==> config.mk <==
export PLATFORM = sky130hd
export DESIGN_NAME = wide_word_serializer_flat
export DESIGN_NICKNAME = d
export VERILOG_FILES = /design/src/rtl/wide_word_serializer_pkg.sv /design/src/rtl/wide_word_serializer_if.sv /design/src/rtl/wide_word_serializer_beat_select.sv /design/src/rtl/wide_word_serializer.sv /design/src/flat_wrapper.sv
export SDC_FILE = /design/constraint.sdc
export NUM_CORES = 1
export LEC_CHECK = 0
export ABC_AREA = 1
export CAP_MARGIN = 20
export CORE_UTILIZATION = 45
export CTS_CLUSTER_DIAMETER = 100
export CTS_CLUSTER_SIZE = 30
export DETAILED_ROUTE_END_ITERATION = 10
export GPL_ROUTABILITY_DRIVEN = 0
export PLACE_DENSITY = 0.74
export SLEW_MARGIN = 40
export SYNTH_ARGS = -nofsm -noshare
export SYNTH_HDL_FRONTEND = slang
export SYNTH_SLANG_ARGS = --single-unit
export TNS_END_PERCENT = 1
==> constraint.sdc <==
create_clock -name clk -period 2.05 [get_ports clk]
set_input_delay 0.41 -clock clk [delete_from_list [all_inputs] [get_ports clk]]
set_output_delay 0.41 -clock clk [all_outputs]
set_load 0.01 [all_outputs]
==> src/rtl/wide_word_serializer_pkg.sv <==
// Shared widths, width derivations and FSM encoding for the wide word serializer.
package wide_word_serializer_pkg;

    localparam int unsigned WORD_W_DEF = 132;
    localparam int unsigned BEAT_W_DEF = 32;

    typedef enum logic {
        IDLE = 1'b0,
        SEND = 1'b1
    } state_t;

    function automatic int unsigned calc_nbeats(input int unsigned word_w, input int unsigned beat_w);
        return (word_w + beat_w - 1) / beat_w;
    endfunction

    function automatic int unsigned calc_idx_w(input int unsigned nbeats);
        return (nbeats <= 1) ? 1 : $clog2(nbeats);
    endfunction

endpackage

==> src/rtl/wide_word_serializer_if.sv <==
// Word-in / beat-out handshake bundle; slave is the serializer's view.
interface wide_word_serializer_if
    import wide_word_serializer_pkg::*;
#(
    parameter int unsigned WORD_W = WORD_W_DEF,
    parameter int unsigned BEAT_W = BEAT_W_DEF
);
    localparam int unsigned NBEATS = calc_nbeats(WORD_W, BEAT_W);
    localparam int unsigned IDX_W  = calc_idx_w(NBEATS);

    logic              in_valid;
    logic              in_ready;
    logic [WORD_W-1:0] in_data;
    logic              out_valid;
    logic              out_ready;
    logic [BEAT_W-1:0] out_data;
    logic [IDX_W-1:0]  out_idx;
    logic              out_last;
    logic              busy;

    modport slave (
        input  in_valid, in_data, out_ready,
        output in_ready, out_valid, out_data, out_idx, out_last, busy
    );

    modport master (
        output in_valid, in_data, out_ready,
        input  in_ready, out_valid, out_data, out_idx, out_last, busy
    );

endinterface

==> src/rtl/wide_word_serializer_beat_select.sv <==
// Picks beat idx out of the held word; the final partial beat is zero-extended.
module beat_select #(
    parameter int unsigned WORD_W = 132,
    parameter int unsigned BEAT_W = 32,
    parameter int unsigned NBEATS = 5,
    parameter int unsigned IDX_W  = 3
) (
    input  logic [WORD_W-1:0] hold,
    input  logic [IDX_W-1:0]  idx,
    output logic [BEAT_W-1:0] beat
);
    logic [NBEATS*BEAT_W-1:0] padded;

    // Padding the word up to a whole number of beats gives the zero-extension for free.
    assign padded = (NBEATS*BEAT_W)'(hold);

    always_comb begin
        beat = '0;
        for (int unsigned i = 0; i < NBEATS; i++) begin
            if (idx == IDX_W'(i)) begin
                beat = padded[i*BEAT_W +: BEAT_W];
            end
        end
    end

endmodule

==> src/rtl/wide_word_serializer.sv <==
// Accepts one wide word over valid/ready and streams it out as narrow beats, low beat first.
module wide_word_serializer
    import wide_word_serializer_pkg::*;
#(
    parameter int unsigned WORD_W = WORD_W_DEF,
    parameter int unsigned BEAT_W = BEAT_W_DEF
) (
    input logic                   clk,
    input logic                   reset,
    wide_word_serializer_if.slave bus
);
    localparam int unsigned NBEATS = calc_nbeats(WORD_W, BEAT_W);
    localparam int unsigned IDX_W  = calc_idx_w(NBEATS);
    localparam logic [IDX_W-1:0] LAST_IDX = IDX_W'(NBEATS - 1);

    state_t            state, state_nxt;
    logic [WORD_W-1:0] hold;
    logic [IDX_W-1:0]  idx;
    logic [BEAT_W-1:0] beat;
    logic              at_last;
    logic              in_xfer;
    logic              out_xfer;

    assign at_last  = (state == SEND) && (idx == LAST_IDX);
    assign in_xfer  = bus.in_valid && bus.in_ready;
    assign out_xfer = bus.out_valid && bus.out_ready;

    always_ff @(posedge clk or negedge reset) begin
        if (!reset) begin
            state <= IDLE;
        end else begin
            state <= state_nxt;
        end
    end

    always_comb begin
        state_nxt = state;
        case (state)
            IDLE: if (bus.in_valid) state_nxt = SEND;
            SEND: if (out_xfer && at_last && !bus.in_valid) state_nxt = IDLE;
            default: state_nxt = IDLE;
        endcase
    end

    always_comb begin
        bus.in_ready  = 1'b0;
        bus.out_valid = 1'b0;
        bus.busy      = 1'b0;
        bus.out_data  = '0;
        bus.out_idx   = '0;
        bus.out_last  = 1'b0;
        case (state)
            IDLE: bus.in_ready = 1'b1;
            SEND: begin
                bus.out_valid = 1'b1;
                bus.busy      = 1'b1;
                bus.out_data  = beat;
                bus.out_idx   = idx;
                bus.out_last  = at_last;
                // Reload on the last beat keeps back-to-back words gapless.
                bus.in_ready  = at_last && bus.out_ready;
            end
            default: ;
        endcase
    end

    always_ff @(posedge clk or negedge reset) begin
        if (!reset) begin
            hold <= '0;
        end else if (in_xfer) begin
            hold <= bus.in_data;
        end
    end

    always_ff @(posedge clk or negedge reset) begin
        if (!reset) begin
            idx <= '0;
        end else if (in_xfer || (out_xfer && at_last)) begin
            idx <= '0;
        end else if (out_xfer) begin
            idx <= idx + 1'b1;
        end
    end

    beat_select #(
        .WORD_W(WORD_W),
        .BEAT_W(BEAT_W),
        .NBEATS(NBEATS),
        .IDX_W (IDX_W)
    ) u_beat_select (
        .hold(hold),
        .idx (idx),
        .beat(beat)
    );

endmodule

==> src/flat_wrapper.sv <==
// flat-port wrapper written by rule: the top's interface ports become plain ports
module wide_word_serializer_flat import wide_word_serializer_pkg::*;
#(
    parameter int unsigned WORD_W = WORD_W_DEF,
    parameter int unsigned BEAT_W = BEAT_W_DEF
)
  (clk, reset, bus_in_valid, bus_in_data, bus_out_ready, bus_in_ready, bus_out_valid, bus_out_data, bus_out_idx, bus_out_last, bus_busy);
  wide_word_serializer_if #(.WORD_W(WORD_W), .BEAT_W(BEAT_W)) bus_i ();
  input logic clk;
  input logic reset;
  input wire logic [$bits(bus_i.in_valid)-1:0] bus_in_valid;
  input wire logic [$bits(bus_i.in_data)-1:0] bus_in_data;
  input wire logic [$bits(bus_i.out_ready)-1:0] bus_out_ready;
  output wire logic [$bits(bus_i.in_ready)-1:0] bus_in_ready;
  output wire logic [$bits(bus_i.out_valid)-1:0] bus_out_valid;
  output wire logic [$bits(bus_i.out_data)-1:0] bus_out_data;
  output wire logic [$bits(bus_i.out_idx)-1:0] bus_out_idx;
  output wire logic [$bits(bus_i.out_last)-1:0] bus_out_last;
  output wire logic [$bits(bus_i.busy)-1:0] bus_busy;
  assign bus_i.in_valid = bus_in_valid;
  assign bus_i.in_data = bus_in_data;
  assign bus_i.out_ready = bus_out_ready;
  assign bus_in_ready = bus_i.in_ready;
  assign bus_out_valid = bus_i.out_valid;
  assign bus_out_data = bus_i.out_data;
  assign bus_out_idx = bus_i.out_idx;
  assign bus_out_last = bus_i.out_last;
  assign bus_busy = bus_i.busy;
  wide_word_serializer #(.WORD_W(WORD_W), .BEAT_W(BEAT_W)) u_core (.clk(clk), .reset(reset), .bus(bus_i));
endmodule
Yosys cells after proc, flatten, opt, wreduce, memory -nomap -nowiden
Cells that the tools add are included.
Cells by class
  eq/ne operators: 4
  bitwise gates (word level): 1
  reductions and logical operators: 10
  add/subtract/negate cells: 1
  muxes and demuxes: 15
Operator list (number)
  two-way mux 32 bit: 6
  two-way mux 3 bit: 3
  == test 3 x 2 -> 1 bit, second input constant: 2
  logical AND 1 bit: 6
  two-way mux 1 bit: 4
  one-hot mux 1 bit (2 select lines): 2
  adder 3 x 1 -> 3 bit, second input constant: 1
  == test 3 x 1 -> 1 bit, second input constant: 1
  == test 3 bit, second input constant: 1
  logical NOT 3 bit: 1
  nonzero test 2 bit: 1
  logical NOT 1 bit: 1
  logical OR 1 bit: 1
  inverter 1 bit: 1
Storage, ports and cells
  bits of input ports: 136
  output and inout port bits: 39
  register bits: 136
  word-level logic and storage cells: 34

Depth between registers and ports, before layout
Gate-level depths: netlist of the first run.
  depth in word-level cells: 7
  depth in mapped cells: 9
  depth with buffers taken out: 8

Hierarchy
Synthesis of the first run repeated with hierarchy kept, for this count alone.
Second synthesis, totals
  cells, all modules: 973
  area total of the unflattened synthesis: 6990.5 µm²
By module, submodules not included
  wide_word_serializer: times used 1, area each 5705.5 µm², cells each 683, sequential area each 3403.3 µm²
  beat_select: times used 1, area each 1285.0 µm², cells each 290, sequential area each 0.0 µm²

Least setup slack after synthesis of the first run
No wires, ideal clock.
  path type: register to output
  from: register u_core.idx[2]
  to: output bus_out_data[2]
  slack: -0.069 ns
  path buffers: 2
  arrival: 1.709 ns
  stages on the path, launching flop included: 10
  path through: dfrtp_1 > inv_2 > clkbuf_1 > ha_1 > inv_1 > clkbuf_1 > o21ai_0 > inv_1 > nand2_1 > a21oi_1
Between the ends
  word-level cells in the longest chain between the ends: 7
RTL lines
  from (decl): line wide_word_serializer.sv:18  | logic [IDX_W-1:0] idx;
  from (signal assigned): line wide_word_serializer.sv:81  | idx <= idx + 1'b1;
  logical NOT 3 bit: line wide_word_serializer_beat_select.sv:20  | if (idx == IDX_W'(i)) begin
  two-way mux 32 bit (4 in a row): line wide_word_serializer_beat_select.sv:20
  two-way mux 32 bit *: line wide_word_serializer_beat_select.sv:20
  two-way mux 32 bit *: line wide_word_serializer.sv:52  | case (state)
  to (decl): line flat_wrapper.sv:16  | output wire logic [$bits(bus_i.out_data)-1:0] bus_out_data;
Every way passes the cells marked *; elsewhere a longest branch is shown, timed or not.

Worst setup path after layout of the first run
  from: register u_core.idx[1]
  to: output bus_out_data[0]
Same word-level chain as after synthesis.

==> flow_summary.json, run 1 <==
{
  "synth_cells": 945,
  "ys_warn_count": 0,
  "area_growth_pct": 48.1,
  "period_share_pct": 122,
  "grt_pass1_vias": 7363,
  "initial_core_util_pct": 45.9,
  "numCtsBuffers": 17,
  "rsz0062_at_grt": "true",
  "hpwlAfterDp_mm": 14.9,
  "grt_usage_pct": 31.4,
  "vias": 7302,
  "worst-path-max-fanout": 18,
  "tightest_slew_ps": 444,
  "fin_cells": 1323,
  "crit_arrival_ps": 2090,
  "totalWireLength_mm": 24.0,
  "relSlewSlack_pct": 70.4,
  "worst_slack_ps": -451,
  "die_w_um": 126,
  "hp-start": "u_core.hold[102]$_DFFE_PN0P_",
  "synth.net_count": 1086,
  "drc": 0,
  "rrSetupSlack_ps": 150,
  "multi_input_area_sq_mm": 0.00343,
  "ys_seq_area_share_pct": 49.0,
  "nFillCells": 1219,
  "r2r-start": "u_core.idx[1]$_DFFE_PN0P_",
  "clock_path_buffers": 2,
  "numPortBuffers": 174,
  "critPathRequiredTime_ps": 1640,
  "layout_min_cycle_time_ps": 2500,
  "violations": "setup timing",
  "cts_tree": "done",
  "antenna_left": 0,
  "route.detailed.wl_per_inst_um": 18.1,
  "setup_viol": 32,
  "layout_commonest_cell": "nand2_1",
  "worst-setup-path-type": "register to output pin",
  "syn_avg_cell_area_sq_um": 7.35,
  "final_cell_mix": "nand2_1 (358), nand3_1 (174), dfrtp_1 (136)",
  "final_layout_size_suffix_gt1_share_pct": 21.1,
  "antenna_found_initial": 1,
  "grt-ovfl-total": 0,
  "endpoint_kind": "output pin",
  "irDropWorstVdd_mv": 0.978,
  "dieArea_sq_mm": 0.0159,
  "synth_top_area_share_pct": 49.0,
  "start_kind": "register",
  "hold_viol": 0,
  "total_power_mw": 16.3,
  "top_level_ports": 175,
  "finClkSkew_ps": 5.73,
  "p_leak_nw": 5.25,
  "pwr_density_cell_mw_per_mm2": 1590,
  "finish.utilization_pct": 67.9,
  "cts_root_buf": "clkbuf_16",
  "yosysTopAreaCell": "dfrtp_1",
  "drv_cap": 0,
  "grt_max_degree": 53,
  "n_antenna_cell": 0,
  "core.rowCount": 45,
  "nets": 1263,
  "grt_pass1_wl_mm": 38.0,
  "core_sq_mm": 0.0151,
  "drtIter0Drc": 620,
  "ys_top_cells_by_area": "dfrtp_1 (49%), nand2_1 (20%), nand3_1 (14%)",
  "htreeDepth": 4,
  "synth_cell_type_count": 17,
  "cts.sinks": 136,
  "tns_ps": -13520,
  "drv_slew": 0,
  "syn_area_sq_mm": 0.00695,
  "status": "finished, violations left",
  "drtPass1Iterations": 7,
  "ys_ff_latch": 136,
  "min_path_type": "register to register",
  "cp-startpoint": "u_core.idx[1]$_DFFE_PN0P_",
  "place_inst": 1275,
  "path_clk_slew_ps": 60,
  "area.sequential_sq_mm": 0.00340,
  "via_per_inst": 5.52,
  "die_h_um": 126,
  "fmaxAchievable_ghz": 0.400,
  "clock_latency_ps": 420
}
-- critical path, cell delays in order, from the launching register on --
cell,delay [ps]
dfrtp_1,400
buf_4,150
buf_4,150
ha_4,180
nand2_8,100
buf_16,180
o21ai_0,90
inv_1,80
nand2_2,70
a21oi_1,110
buf_2,140
-- layout make-up --
| cell class | instances | area share [%] |
|---|---|---|
| clock buffer | 20 | 4.54 |
| timing repair buffer | 230 | 23.1 |
| clock inverter | 12 | 1.68 |
| multi-input combinational | 685 | 33.3 |
| sequential | 136 | 33.1 |
| tap | 188 | 2.29 |
| inverter | 52 | 1.97 |
-- report_power, final --
group / total [mW] / switching (mW) / internal (mW) / leakage [nW]
Clock: 3.29 / 1.16 / 2.12 / 0.300
Combinational: 8.34 / 4.78 / 3.56 / 3.25
Sequential: 4.70 / 0.798 / 3.91 / 1.70
-- final timing paths --
| path | endpoint | depth (start not counted) |
|---|---|---|
| setup / recovery | bus_out_data[0] | 10 |
| hold / removal | u_core.hold[102]$_DFFE_PN0P_ | 2 |
| setup reg to reg | u_core.hold[99]$_DFFE_PN0P_ | 10 |
| hold reg to reg | u_core.hold[102]$_DFFE_PN0P_ | 2 |
| max in group asynchronous | u_core.hold[71]$_DFFE_PN0P_ | 3 |
| min in group asynchronous | u_core.hold[35]$_DFFE_PN0P_ | 2 |
-- per-stage QoR --
stage / worst slack, ps / hold WS, ps / area [sq um]
after floorplan: -22.9 / 114 / 6950
after global placement: -472 / 364 / 9110
after detailed placement: -492 / 368 / 9110
after CTS: -413 / 449 / 10200
after global routing: -534 / 472 / 10300
final: -451 / 464 / 10300
-- timing repair --
item / 4_1_cts / 5_1_grt
hold endpoints to repair: 42 / 0
gates cloned: 8 / 0
pin swaps: 26 / 17
buffers inserted: 9 / 0
setup endpoints to repair: 37 / 34
hold buffers: 1 / 0
resized for setup: 234 / 22
-- registers in the layout, indices dropped and copies added, names as in the netlist --
signal / flops
u_core.hold: 132
u_core.idx: 3
u_core.state: 1
-- logic make-up (layout without fill, tap and decap cells) --
| kind of cell | Yosys count | in the layout | synth area share, % |
|---|---|---|---|
| simple gates | 607 | 607 | 37.4 |
| flops | 136 | 136 | 49.0 |
| buf+inv | 124 | 314 | 7.37 |
| compound gates | 73 | 73 | 5.33 |
| fa+ha+maj | 5 | 5 | 0.901 |
-- routing by layer --
metal / track usage [%] / routed length [um] / vias up
li1: - / - / 3375
met1: 38.0 / 9300 / 3426
met2: 51.7 / 11300 / 409
met3: 8.28 / 2080 / 90
met4: 15.7 / 1270 / 2
met5: 0 / 11 / -
-- synthesized netlist by cell type --
library cell and n:
nand2_1 379, nand3_1 197, dfrtp_1 136, inv_1 51, clkbuf_1 44, o21ai_0 39
a21oi_1 32, or2_2 28, buf_2 16, buf_4 7, buf_1 5, ha_1 5
nor2_1 2, inv_2 1, nand2_2 1, o21ai_2 1, o22ai_1 1
(Power assumes the default switching activity.)
==> run 2: changes to the inputs <==
--- a/config.mk
+++ b/config.mk
@@ -6,6 +6,7 @@
 export NUM_CORES = 1
 export LEC_CHECK = 0
 export ABC_AREA = 1
+export ABC_CLOCK_PERIOD_IN_PS = 2050
 export CAP_MARGIN = 20
 export CORE_UTILIZATION = 45
 export CTS_CLUSTER_DIAMETER = 100
@@ -13,7 +14,7 @@
 export DETAILED_ROUTE_END_ITERATION = 10
 export GPL_ROUTABILITY_DRIVEN = 0
 export PLACE_DENSITY = 0.74
-export SLEW_MARGIN = 40
+export SKIP_LAST_GASP = 1
 export SYNTH_ARGS = -nofsm -noshare
 export SYNTH_HDL_FRONTEND = slang
 export SYNTH_SLANG_ARGS = --single-unit
==> run 2 against run 1 <==
  * The flow still finishes with violations (setup timing)
  * Critical endpoint is now bus_out_data[22]
  * Via count down 0.11%
  * Highest routed layer unchanged
  * Power down 0.35%
  * Utilization down 0.36 points
  * Worst hold slack worse by 5.3 ps
  * Combinational power about the same
  * Sequential share of layout area up 0.18 points
==> flow_summary.json, run 2 (synthesis results as in run 1) <==
{
  "layout_min_cycle_time_ps": 2550,
  "dpl_worst_slack_ps": -492,
  "place_inst": 1275,
  "sequentialPowerShare_pct": 28.8,
  "core.rowCount": 45,
  "clockPowerShare_pct": 20.2,
  "cts.sinks": 136,
  "final_cell_mix": "nand2_1 (365), nand3_1 (182), clkdlybuf4s50_1 (139)",
  "top_regs": "u_core.hold (132), u_core.idx (3), u_core.state (1)",
  "final_layout_size_suffix_gt1_share_pct": 19.5,
  "layout_commonest_cell": "nand2_1",
  "drv_slew": 0,
  "period_share_pct": 124,
  "met3_length_mm": 2.01,
  "largest_reg_flops": 132,
  "pwr_density_cell_mw_per_mm2": 1590,
  "start_kind": "register",
  "clock_path_buffers": 2,
  "totalWireLength_mm": 24.0,
  "numPortBuffers": 174,
  "route.detailed.wl_per_inst_um": 18.1,
  "setup_viol": 37,
  "violations": "setup timing",
  "endpoint_kind": "output pin",
  "htreeDepth": 4,
  "antenna_found_initial": 1,
  "clock_latency_ps": 420,
  "drv_cap": 0,
  "die_w_um": 126,
  "top_level_ports": 175,
  "regMostFlops": "u_core.hold",
  "dieArea_sq_mm": 0.0159,
  "worstHoldEndpoint": "u_core.state$_DFF_PN0_",
  "grt_usage_pct": 31.3,
  "area.sequential_sq_mm": 0.00340,
  "cts_root_buf": "clkbuf_16",
  "top_layer": "met5",
  "r2r_end": "u_core.hold[128]$_DFFE_PN0P_",
  "grt_max_degree": 53,
  "relSlewSlack_pct": 70.3,
  "grt-ovfl-total": 0,
  "drtIter0Drc": 639,
  "vias": 7294,
  "worst_slack_ps": -500,
  "p_leak_nw": 5.23,
  "reg2reg_depth": 10,
  "path_clk_slew_ps": 60,
  "drc": 0,
  "met1_length_mm": 9.47,
  "antenna_left": 0,
  "area_growth_pct": 47.3,
  "worst-path-max-fanout": 8,
  "rsz0062_at_grt": "true",
  "total_power_mw": 16.3,
  "crit_arrival_ps": 2140,
  "fmaxAchievable_ghz": 0.392,
  "dr_wl_met2_mm": 11.5,
  "status": "finished, violations left",
  "nFillCells": 1218,
  "swShare_pct": 41.1,
  "fin_cells": 1324,
  "rrSetupSlack_ps": 110,
  "switchingPower_mw": 6.68,
  "n_antenna_cell": 0,
  "worst-setup-path-type": "register to output pin",
  "via_per_inst": 5.51,
  "hold_viol": 0,
  "multi_input_area_sq_mm": 0.00336,
  "die_h_um": 126,
  "min_path_type": "primary input to register",
  "tightest_slew_ps": 445,
  "initial_core_util_pct": 45.9,
  "r2r-start": "u_core.idx[1]$_DFFE_PN0P_",
  "finClkSkew_ps": 5.67,
  "worstHoldPathCells": 3,
  "grt_pass1_vias": 7324,
  "power.internal_mw": 9.59,
  "nets": 1264,
  "grt_pass1_wl_mm": 38.0,
  "tns_ps": -14920,
  "critPathRequiredTime_ps": 1640,
  "numCtsBuffers": 17,
  "hold_ws_ps": 458,
  "core_sq_mm": 0.0151,
  "share_comb_of_total_power_pct": 51.0,
  "hpwlAfterDp_mm": 14.9,
  "irDropWorstVdd_mv": 0.984,
  "hp-start": "bus_in_valid",
  "drtPass1Iterations": 5,
  "cts_tree": "done"
}
==> run 2: what timing repair did <==
action | CTS | global route
pin swaps | 24 | 7
endpoints found under the setup margin | 37 | 37
gates cloned | 8 | 0
resized for setup | 212 | 9
buffers inserted | 9 | 0
hold buffers | 1 | 0
endpoints found under the hold margin | 42 | 0
==> run 2: critical path, cell delays in order (launching register included) <==
cell and delay [ps]:
dfrtp_1 390, inv_2 130, ha_4 170, inv_4 40, nor2_4 170, buf_12 150
buf_16 130, nand2_4 40, nand2_2 50, nand3_2 70, a21oi_2 200, buf_2 170
==> run 2: worst max-delay path by stage <==
stage | startpoint | to | slack, ps | cells past startpoint
6_report | u_core.idx[1]$_DFFE_PN0P_ | bus_out_data[22] | -500 | 11
5_1_grt | u_core.idx[1]$_DFFE_PN0P_ | bus_out_data[29] | -550 | 11
4_1_cts | u_core.idx[1]$_DFFE_PN0P_ | bus_out_data[20] | -410 | 11
3_5_place_dp | u_core.idx[0]$_DFFE_PN0P_ | bus_out_data[20] | -490 | 10
3_3_place_gp | u_core.idx[0]$_DFFE_PN0P_ | bus_out_data[22] | -470 | 7
2_1_floorplan | u_core.idx[2]$_DFFE_PN0P_ | bus_out_data[10] | -20 | 8
==> run 2: power by group through the flow <==
| stage | registers [mW] | logic (mW) | clock network, mW |
|---|---|---|---|
| 3_5_place_dp | 4.65 | 7.09 | 0 |
| 4_1_cts | 4.65 | 8.09 | 3.30 |
| 6_report | 4.69 | 8.31 | 3.28 |
| 5_1_grt | 4.78 | 8.99 | 3.44 |
| 2_1_floorplan | 4.39 | 3.91 | 0 |
| 3_3_place_gp | 4.63 | 6.97 | 0 |
==> run 2: layout make-up <==
class                           count  area share, %
Tap cell                          188           2.30
Timing Repair Buffer              231           23.4
Sequential cell                   136           33.3
Clock inverter                     12           1.69
Inverter                           52           1.98
Clock buffer                       20           4.56
Multi-Input combinational cell    685           32.8
==> run 2: per-stage QoR <==
stage          utilization, %  cell area (sq um)
2_1_floorplan               -               6950
3_3_place_gp             60.1               9110
3_5_place_dp             60.1               9110
4_1_cts                  67.5              10200
5_1_grt                  67.5              10200
6_report                 67.5              10200
==> run 2: routing by layer <==
metal  track usage [%]  vias to the layer above
li1                  -                     3381
met1              38.1                     3448
met2              51.7                      392
met3              8.11                       71
met4              15.3                        2
met5                 0                        -
